--- config.mk ---
export PLATFORM = sky130hd
export DESIGN_NAME = memory_access
export DESIGN_NICKNAME = d
export VERILOG_FILES = /design/src/rtl/memory_access.sv
export SDC_FILE = /design/constraint.sdc
export NUM_CORES = 1
export LEC_CHECK = 0
export ABC_AREA = 1
export CORE_ASPECT_RATIO = 0.8
export CORE_MARGIN = 8
export CORE_UTILIZATION = 25
export DETAILED_ROUTE_END_ITERATION = 6
export PLACE_DENSITY = 0.47
export SYNTH_ARGS = -nofsm -noshare
export SYNTH_HDL_FRONTEND = slang
export SYNTH_SLANG_ARGS = --single-unit
--- constraint.sdc ---
create_clock -name clk -period 2.05 [get_ports clk]
set_input_delay 0.205 -clock clk [delete_from_list [all_inputs] [get_ports clk]]
set_output_delay 0.205 -clock clk [all_outputs]
set_load 0.05 [all_outputs]
--- src/rtl/memory_access.sv ---
// Memory-access pipeline stage: issues data-memory requests, aligns load data and drives write-back.
// Optional MISALIGN_TRAP_EN traps misaligned half/word accesses instead of issuing them.
module memory_access #(
    parameter int MAX_WAIT = 8
) (
    input  logic        clk,
    input  logic        rst,
    input  logic        in_valid,
    input  logic [31:0] in_pc,
    input  logic [31:0] in_alu_result,
    input  logic [31:0] in_w_data,
    input  logic [1:0]  in_width,
    input  logic [4:0]  in_rd_addr,
    input  logic        in_w_enable,
    input  logic        in_is_store,
    input  logic        in_is_load,
    input  logic        in_is_load_unsigned,
    output logic        stall,
    output logic        dmem_req,
    output logic        dmem_we,
    output logic [31:0] dmem_addr,
    output logic [3:0]  dmem_be,
    output logic [31:0] dmem_wdata,
    input  logic        dmem_ack,
    input  logic [31:0] dmem_rdata,
    output logic        wb_valid,
    output logic [31:0] wb_pc,
    output logic [4:0]  wb_rd_addr,
    output logic [31:0] wb_data,
    output logic        wb_w_enable,
    output logic        bus_err,
    output logic        misalign
);
    localparam int CNT_W = $clog2(MAX_WAIT + 1);

    typedef enum logic {ST_IDLE, ST_WAIT} state_t;
    state_t state_reg, state_next;

    logic [CNT_W-1:0] wait_cnt_reg;
    logic [31:0] op_pc_reg;
    logic [4:0]  op_rd_reg;
    logic [1:0]  op_width_reg, op_off_reg;
    logic        op_unsigned_reg, op_w_enable_reg;
    logic        dmem_we_reg;
    logic [31:0] dmem_addr_reg, dmem_wdata_reg;
    logic [3:0]  dmem_be_reg;
    logic        wb_valid_reg, wb_w_enable_reg, bus_err_reg, misalign_reg;
    logic [31:0] wb_pc_reg, wb_data_reg;
    logic [4:0]  wb_rd_reg;

    logic        mem_op, misaligned, trap, timeout_hit;
    logic [1:0]  off, eff_off;
    logic [3:0]  be_next;
    logic [31:0] wdata_next, shifted, load_data;

    assign mem_op = in_valid & (in_is_load | in_is_store);
    assign off    = in_alu_result[1:0];

    // Half accesses only honour the upper offset bit, words always sit at lane 0.
    always_comb begin
        eff_off = 2'd0;
        case (in_width)
            2'd0:    eff_off = off;
            2'd1:    eff_off = {off[1], 1'b0};
            default: eff_off = 2'd0;
        endcase
    end

`ifdef MISALIGN_TRAP_EN
    assign misaligned = ((in_width == 2'd1) && off[0]) || (in_width[1] && (off != 2'd0));
`else
    assign misaligned = 1'b0;
`endif
    assign trap        = mem_op & misaligned;
    assign timeout_hit = (wait_cnt_reg == CNT_W'(MAX_WAIT));

    genvar gi;
    generate
        for (gi = 0; gi < 4; gi++) begin : g_lane
            always_comb begin
                be_next[gi]             = 1'b1;
                wdata_next[8*gi +: 8]   = in_w_data[8*gi +: 8];
                if (in_width == 2'd0) begin
                    be_next[gi]           = (eff_off == 2'(gi));
                    wdata_next[8*gi +: 8] = in_w_data[7:0];
                end else if (in_width == 2'd1) begin
                    be_next[gi]           = (eff_off[1] == 1'(gi / 2));
                    wdata_next[8*gi +: 8] = in_w_data[8*(gi % 2) +: 8];
                end
            end
        end
    endgenerate

    assign shifted = dmem_rdata >> {op_off_reg, 3'b000};

    always_comb begin
        load_data = dmem_rdata;
        case (op_width_reg)
            2'd0: load_data = op_unsigned_reg ? {24'd0, shifted[7:0]}
                                              : {{24{shifted[7]}}, shifted[7:0]};
            2'd1: load_data = op_unsigned_reg ? {16'd0, shifted[15:0]}
                                              : {{16{shifted[15]}}, shifted[15:0]};
            default: load_data = dmem_rdata;
        endcase
    end

    always_ff @(negedge clk or negedge rst) begin
        if (!rst) state_reg <= ST_IDLE;
        else      state_reg <= state_next;
    end

    always_comb begin
        state_next = state_reg;
        case (state_reg)
            ST_IDLE: if (mem_op && !trap)           state_next = ST_WAIT;
            ST_WAIT: if (dmem_ack || timeout_hit)   state_next = ST_IDLE;
            default:                                state_next = ST_IDLE;
        endcase
    end

    always_comb begin
        dmem_req = (state_reg == ST_WAIT);
        stall    = 1'b0;
        if (rst) begin
            if (state_reg == ST_IDLE) stall = mem_op & ~trap;
            else                      stall = ~dmem_ack & ~timeout_hit;
        end
    end

    always_ff @(negedge clk or negedge rst) begin
        if (!rst) begin
            wait_cnt_reg    <= '0;
            op_pc_reg       <= '0;
            op_rd_reg       <= '0;
            op_width_reg    <= '0;
            op_off_reg      <= '0;
            op_unsigned_reg <= 1'b0;
            op_w_enable_reg <= 1'b0;
            dmem_we_reg     <= 1'b0;
            dmem_addr_reg   <= '0;
            dmem_be_reg     <= '0;
            dmem_wdata_reg  <= '0;
            wb_valid_reg    <= 1'b0;
            wb_pc_reg       <= '0;
            wb_rd_reg       <= '0;
            wb_data_reg     <= '0;
            wb_w_enable_reg <= 1'b0;
            bus_err_reg     <= 1'b0;
            misalign_reg    <= 1'b0;
        end else begin
            bus_err_reg  <= 1'b0;
            misalign_reg <= 1'b0;
            if (state_reg == ST_IDLE) begin
                if (mem_op && !trap) begin
                    dmem_addr_reg   <= {in_alu_result[31:2], 2'b00};
                    dmem_be_reg     <= be_next;
                    dmem_wdata_reg  <= wdata_next;
                    dmem_we_reg     <= in_is_store;
                    op_pc_reg       <= in_pc;
                    op_rd_reg       <= in_rd_addr;
                    op_width_reg    <= in_width;
                    op_off_reg      <= eff_off;
                    op_unsigned_reg <= in_is_load_unsigned;
                    op_w_enable_reg <= in_w_enable;
                    wait_cnt_reg    <= '0;
                    wb_valid_reg    <= 1'b0;
                    wb_w_enable_reg <= 1'b0;
                end else if (trap) begin
                    misalign_reg    <= 1'b1;
                    wb_valid_reg    <= 1'b1;
                    wb_w_enable_reg <= 1'b0;
                    wb_data_reg     <= '0;
                    wb_pc_reg       <= in_pc;
                    wb_rd_reg       <= in_rd_addr;
                end else begin
                    wb_valid_reg    <= in_valid;
                    wb_w_enable_reg <= in_w_enable & in_valid;
                    wb_data_reg     <= in_alu_result;
                    wb_pc_reg       <= in_pc;
                    wb_rd_reg       <= in_rd_addr;
                end
            end else begin
                if (dmem_ack) begin
                    wb_valid_reg    <= 1'b1;
                    wb_w_enable_reg <= dmem_we_reg ? 1'b0 : op_w_enable_reg;
                    wb_data_reg     <= dmem_we_reg ? 32'd0 : load_data;
                    wb_pc_reg       <= op_pc_reg;
                    wb_rd_reg       <= op_rd_reg;
                    wait_cnt_reg    <= '0;
                end else if (timeout_hit) begin
                    bus_err_reg     <= 1'b1;
                    wb_valid_reg    <= 1'b1;
                    wb_w_enable_reg <= 1'b0;
                    wb_data_reg     <= '0;
                    wb_pc_reg       <= op_pc_reg;
                    wb_rd_reg       <= op_rd_reg;
                    wait_cnt_reg    <= '0;
                end else begin
                    wait_cnt_reg    <= wait_cnt_reg + CNT_W'(1);
                    wb_valid_reg    <= 1'b0;
                    wb_w_enable_reg <= 1'b0;
                end
            end
        end
    end

    assign dmem_we     = dmem_we_reg;
    assign dmem_addr   = dmem_addr_reg;
    assign dmem_be     = dmem_be_reg;
    assign dmem_wdata  = dmem_wdata_reg;
    assign wb_valid    = wb_valid_reg;
    assign wb_pc       = wb_pc_reg;
    assign wb_rd_addr  = wb_rd_reg;
    assign wb_data     = wb_data_reg;
    assign wb_w_enable = wb_w_enable_reg;
    assign bus_err     = bus_err_reg;
    assign misalign    = misalign_reg;
endmodule

==> results of run 1 <==
final timing paths:
path	endpoint	slack, ps
max	stall	-850
min	op_pc_reg[26]	420
max reg2reg	wb_data[30]	-110
min reg2reg	op_pc_reg[26]	420
max in group asynchronous	wb_data[18]	890
min in group asynchronous	wb_pc[9]	620
placed cells by master (no fill, tap or decap), types with 2 or more instances in the layout:
master,netlist,final
clkinvlp_4,0,2
buf_8,0,4
nand2_4,1,3
inv_1,48,46
clkbuf_8,0,2
o21ai_0,48,46
nor2_1,93,85
conb_1,1,3
nor3_2,0,2
clkinv_2,0,2
clkdlybuf4s50_1,0,133
a31oi_1,37,37
o21a_1,8,8
diode_2,0,2
inv_6,0,4
dlygate4sd2_1,0,2
o21ai_1,1,2
nand2_2,1,2
inv_2,3,4
nor2_2,0,5
nand3_1,34,33
bufinv_16,0,2
nand2_1,439,436
nor3_1,5,3
clkbuf_1,35,2
a21oi_1,101,99
nor2_4,0,3
o31ai_1,2,2
dfrtn_1,187,187
inv_8,0,2
buf_12,0,160
clkbuf_16,0,20
o211ai_1,7,7
buf_16,0,5
dlymetal6s2s_1,0,3
buf_6,2,10
buf_4,5,99
bufbuf_16,0,5
final cells by class:
class,count,share of cell area
well taps,434,0.0352
clock inverters,11,0.00875
repair buffers,426,0.382
flip-flops and latches,187,0.303
multi-input cells,788,0.228
clock buffers,20,0.0289
inverters,53,0.0136
diodes,2,0.000324
metal layers:
metal,part of all wire,routed length (um),up-vias,GRT usage
met5,0.00086,31,-,0
met4,0.0073,263,4,0.0318
met3,0.058,2080,25,0.0449
met2,0.47,16900,248,0.280
met1,0.46,16700,4077,0.233
li1,-,-,4264,-
metrics by stage:
step | TNS (ps) | area [sq um] | util | power (mW)
after global routing | -47600 | 15400 | 0.457 | 18.5
after floorplan | -27600 | 8660 | - | 9.15
final | -37430 | 15400 | 0.457 | 17.6
after detailed placement | -142430 | 13900 | 0.412 | 13.7
after CTS | -63700 | 15100 | 0.447 | 17.6
after global placement | -139380 | 13900 | 0.412 | 13.7
cells by family (layout without fill, tap and decap cells):
group | count (synthesis) | in the layout | share of synthesized area
buffers and inverters | 122 | 510 | 0.0610
AO/OA/AOI/OAI | 206 | 206 | 0.131
adder cells (fa/ha/maj) | 2 | 2 | 0.00291
AND/OR/NAND/NOR | 577 | 577 | 0.261
flip-flops | 187 | 187 | 0.543
other | 1 | 5 | 0.000435
power groups by stage:
stage	Clock [mW]	Combinational [mW]	Sequential [mW]
after global placement	0	8.10	5.58
final	3.45	8.67	5.52
after global routing	3.71	9.16	5.64
after CTS	3.59	8.46	5.54
after floorplan	0	1.67	7.48
after detailed placement	0	8.14	5.59
worst min-delay path: stages, from the launching register on:
cell	delay, ps
dfrtn_1	400
nand2_1	50
nand2_1	50
timing repair:
item | in CTS | in global routing
setup buffers | 26 | 39
pin swaps | 10 | 4
gates resized for setup | 56 | 23
gates cloned | 8 | 3
endpoints found under the setup margin | 324 | 233
==> run metrics, run 1 <==
Clock Tree Root=clkbuf_16; Setup WS pre-CTS=-837 ps; Synth Cell Area=roughly 8600 sq um; Crit-path slowest cell=dfrtn_1; most common cell in the netlist=nand2_1; final hold violation count=0; switching share of total power=0.399; Levels on crit path=9; cell count after placement=around 1800; post-DR vias/cell=about 4.5; area grow syn2layout=79.4%; Die W=approximately 220 um; cells on worst reg2reg path=8; Ys Warns=0; layout cells sized above 1=0.233; top cell family by delay on the critical path=flip-flops; Wirelength per Cell=roughly 19 um; final setup fails=220; Die Ht=between 150 and 200 um; sequential fraction of design power=0.313; clock latency on the worst-skew pair=410 ps; Final Non-Filler Cells=between 1500 and 2000; Startpoint Class=register; antenna-violating nets left=0; Buf+Inv Stages, Crit Path=4; synth cell count leaders=439 x nand2_1, 187 x dfrtn_1, 101 x a21oi_1; first-pass GRT wire length=~55000 um; failing checks=setup timing; routed vias=between 8000 and 9000; cts bufs inserted=17; kind of critical path=register to primary output; H-tree levels=4; # rows=60; Worst Setup SP=wait_cnt_reg[1]; fill count=approximately 3200; Reg area=4680 sq um; Synth top area share=0.543; half-perimeter wire length after placement=between 20000 and 30000 um; Initial DRC Count=between 600 and 700; Layout Nets=roughly 1600; TritonCTS Sinks=about 190; worst hold path startpoint=op_pc_reg[26]; synthesized area per cell=about 8 sq um; logic gate share of total power=0.491; Clk pwr share=0.196; hold path depth=2; Power Density=roughly 1100 nW/um^2; Worst-Margin Slew=~960 ps; predominant post-synthesis flop cell=dfrtn_1; status=complete, but fails checks; total grt overflow=0; Max-Cap Viols=0; drt total wl=~36000 um; clk slew on worst S/H paths=about 50 ps; DR pass1 iterations=5; initial antenna violation count=5; register bit count reported by yosys=187; Synth area leaders=dfrtn_1 54%, nand2_1 19%, a21oi_1 5.9%; Hold Path Class=register to register; internal power=~11 mW; vias in the first global route=between 8000 and 9000; RSZ-0062 raised after global routing=yes; ys async rst share=1.00; worst-path cell chain=inv_2, ha_4, nand3_4, nand2_4, nand2_4, inv_8, buf_12, nor2_4, buf_8; Die Footprint=40700 sq um; sequential fraction of the synthesis area=0.543; Max rail drop VDD=645 uV; Hold Buf Count CTS=0; CP Capture Type=primary output; PortBufs=283; worst endpoint required time=1850 ps; Gate Count Post-Synth=about 1100; Synth area leader=dfrtn_1; largest net degree at the start of global routing=between 70 and 80; clk buf depth=2; Total GRT Usage=0.173; final setup margin=-854 ps; NetSw=7.04 mW; CP Max Fanout=2; EDFF count, synth=0; Min Hold Slack=419 ps; gpl congestion=approximately 0.85; io pins=between 200 and 300; CTS tree=built; Yosys cell types=31; multi-input logic area=~3500 sq um; effective utilization at floorplan=0.255; Slew headroom=0.362; Largest stage delay, worst path=around 430 ps; Leak=7.32 nW; Clock Skew=approximately 6.9 ps; Top cell by count, worst path=nand2_4; DRC Markers=0; Crit path arrival time=roughly 2700 ps; Max Transition Viols Final=0; Std-Cell Core Area=33800 sq um; reg2reg start=dmem_req
(Power assumes the default switching activity.)
==> run 2: changes to the inputs <==
Settings changed: ABC_AREA 1 to not set, CORE_UTILIZATION 25 to 55, DONT_BUFFER_PORTS set to 1, PLACE_DENSITY 0.47 to 0.68.
==> run 2 against run 1 <==
Net effect: critical endpoint unchanged; hold slack worse by 13 ps; global-route usage grew 8.8 points; the flow still finishes with violations (setup timing); core utilization rose by 24 points; largest power group is now registers; first-iteration DRC count fell by 11%; clock power rose by 3%; synthesized area grew 2.6%.
==> run metrics, run 2 <==
status=complete, but fails checks; failing checks=setup timing; fill count=1142 (-65%); Startpoint Class=register; worst-path cell chain=inv_2, ha_4, nand3b_1, a22oi_2, inv_2, and2_4; Max Transition Viols Final=0 (unchanged); H-tree levels=4 (unchanged); post-DR vias/cell=5.93 (+32%); Std-Cell Core Area=15700 sq um (-53%); routed vias=7328 (-15%); final setup fails=163 (-26%); clk slew on worst S/H paths=50 ps (about the same); Final Non-Filler Cells=1235 (-36%); Buf+Inv Stages, Crit Path=2 (-2); clock latency on the worst-skew pair=400 ps (about the same); most common cell after layout, fill and taps aside=nand2_1; Setup WS pre-CTS=-472 ps (+365 ps); register bit count reported by yosys=187 (unchanged); sequential fraction of the synthesis area=0.530 (-0.0137); gpl congestion=0.873 (+2.9%); Wirelength per Cell=22.8 um (+22%); Gate Count Post-Synth=953 (-13%); Crit-path slowest cell=dfrtn_1; Die Footprint=20400 sq um (-50%); Slew headroom=0.607 (+0.245); Worst-Margin Slew=590 ps (-368 ps); CP Capture Type=primary output; vias in the first global route=7264 (-16%); Ant. Diodes=0 (-2); half-perimeter wire length after placement=19600 um (-23%); cts bufs inserted=17 (unchanged); Ys Warns=0 (unchanged); layout cells sized above 1=0.160 (-0.0732); CP Max Fanout=2 (unchanged); Crit path arrival time=2590 ps (-110 ps); antenna-violating nets left=0 (unchanged); Reg area=4680 sq um (unchanged); Synth Cell Area=8830 sq um (+2.6%); area grow syn2layout=25.1%; top cell family by delay on the critical path=flip-flops; CTS tree=built; total grt overflow=0 (unchanged); Min Hold Slack=406 ps (-12.9 ps); Total GRT Usage=0.261 (+0.0878); Die Ht=129 um (-29%); kind of critical path=register to primary output; Initial DRC Count=587 (-11%); Die W=158 um (-29%); # rows=41 (-32%); EDFF count, synth=0 (unchanged); Hold Path Class=primary input to asynchronous set/reset pin; final hold violation count=0 (unchanged); Max-Cap Viols=0 (unchanged); synth cell count leaders=293 x nand2_1, 187 x dfrtn_1, 96 x o21ai_0; most common cell in the netlist=nand2_1; Power Density=1330 nW/um^2 (+16%); synthesized area per cell=9.27 sq um (+18%); drt total wl=28200 um (-22%); Leak=5.21 nW (-29%); worst endpoint required time=1850 ps (about the same); clk buf depth=2 (unchanged); largest net degree at the start of global routing=189 (+160%); Synth area leaders=dfrtn_1 53%, nand2_1 12%, mux2i_1 9.9%; multi-input logic area=3920 sq um (+11%); DR pass1 iterations=6 (+1); io pins=287 (unchanged); first-pass GRT wire length=41200 um (-25%); effective utilization at floorplan=0.561 (+0.306); Top cell by count, worst path=inv_2; Layout Nets=1152 (-29%); Max rail drop VDD=807 uV (+25%); cell count after placement=1179 (-35%); DRC Markers=0 (unchanged); Synth top area share=0.530 (-0.0137); ys async rst share=1.00 (unchanged); PortBufs=0 (-100%); TritonCTS Sinks=187 (unchanged); Synth area leader=dfrtn_1; Yosys cell types=46 (+48%); RSZ-0062 raised after global routing=yes; Clock Tree Root=clkbuf_16; initial antenna violation count=0 (-5); final setup margin=-748 ps (+106 ps); predominant post-synthesis flop cell=dfrtn_1; Largest stage delay, worst path=360 ps (-70 ps); Hold Buf Count CTS=0 (unchanged); Clock Skew=6.63 ps (-0.302 ps); most frequent cells in the layout=291 x nand2_1, 187 x dfrtn_1, 95 x o21ai_0
==> run 2: power by group <==
group / leakage, nW / internal, mW / switching (mW)
Sequential: 2.32 / 4.60 / 2.51
Clock: 0.314 / 2.06 / 1.51
Combinational: 2.58 / 1.78 / 2.23
Total: 5.21 / 8.44 / 6.25
==> run 2: final timing paths <==
kind,from,to,slack (ps),cells past startpoint
worst min-delay path,rst,wb_pc[8],410,0
max in group asynchronous,rst,wait_cnt_reg[0],1340,0
worst min register to register,op_rd_reg[4],op_rd_reg[4],420,2
worst max register to register,dmem_req,wb_data[14],90,6
min in group clk,op_rd_reg[4],op_rd_reg[4],420,2
worst max-delay path,wait_cnt_reg[0],stall,-750,6
==> run 2: cells by family (layout without fill, tap and decap cells) <==
kind of cell / Yosys count / count (layout) / synth area share
XOR/XNOR: 1 / 1 / 0.000992
other: 1 / 3 / 0.000424
buffers and inverters: 90 / 155 / 0.0443
multiplexers: 89 / 89 / 0.102
AND/OR/NAND/NOR: 369 / 369 / 0.173
AO/OA/AOI/OAI: 214 / 214 / 0.146
flip-flops: 187 / 187 / 0.530
adder cells (fa/ha/maj): 2 / 2 / 0.00283
==> run 2: worst register-to-register path, cell delays in order (launching register included) <==
cell and delay, ps:
dfrtn_1 520, buf_4 180, clkbuf_8 440, nor2b_1 180
a21oi_1 190, nor2b_1 190, o31ai_2 90
==> run 2: per-layer routing <==
layer / up-vias / part of all wire / GRT usage
met4: 0 / 0.025 / 0.0866
li1: 3328 / - / -
met1: 3555 / 0.37 / 0.304
met5: - / 0 / 0
met3: 67 / 0.12 / 0.108
met2: 378 / 0.49 / 0.432
==> run 2: cell type report <==
type                    count  area share
well taps                 215      0.0243
flip-flops and latches    187       0.424
clock inverters            12      0.0159
repair buffers            101       0.131
clock buffers              20      0.0422
inverters                  22     0.00747
multi-input cells         678       0.355
==> run 2: stage by stage <==
| step | total power, mW | TNS (ps) | util | area, sq um |
|---|---|---|---|---|
| 5_1_grt | 15.3 | -44990 | 0.702 | 11000 |
| 4_1_cts | 14.5 | -41080 | 0.683 | 10800 |
| 2_1_floorplan | 9.20 | -26900 | - | 8900 |
| 3_5_place_dp | 10.7 | -42180 | 0.627 | 9880 |
| 6_report | 14.7 | -39840 | 0.702 | 11000 |
| 3_3_place_gp | 10.6 | -42360 | 0.627 | 9880 |
==> run 2: what timing repair did <==
| action | 4_1_cts | 5_1_grt |
|---|---|---|
| endpoints found under the hold margin | 0 | 0 |
| gates resized for setup | 24 | 20 |
| endpoints found under the setup margin | 158 | 205 |
| setup buffers | 9 | 9 |
| pin swaps | 15 | 7 |
| gates cloned | 2 | 6 |
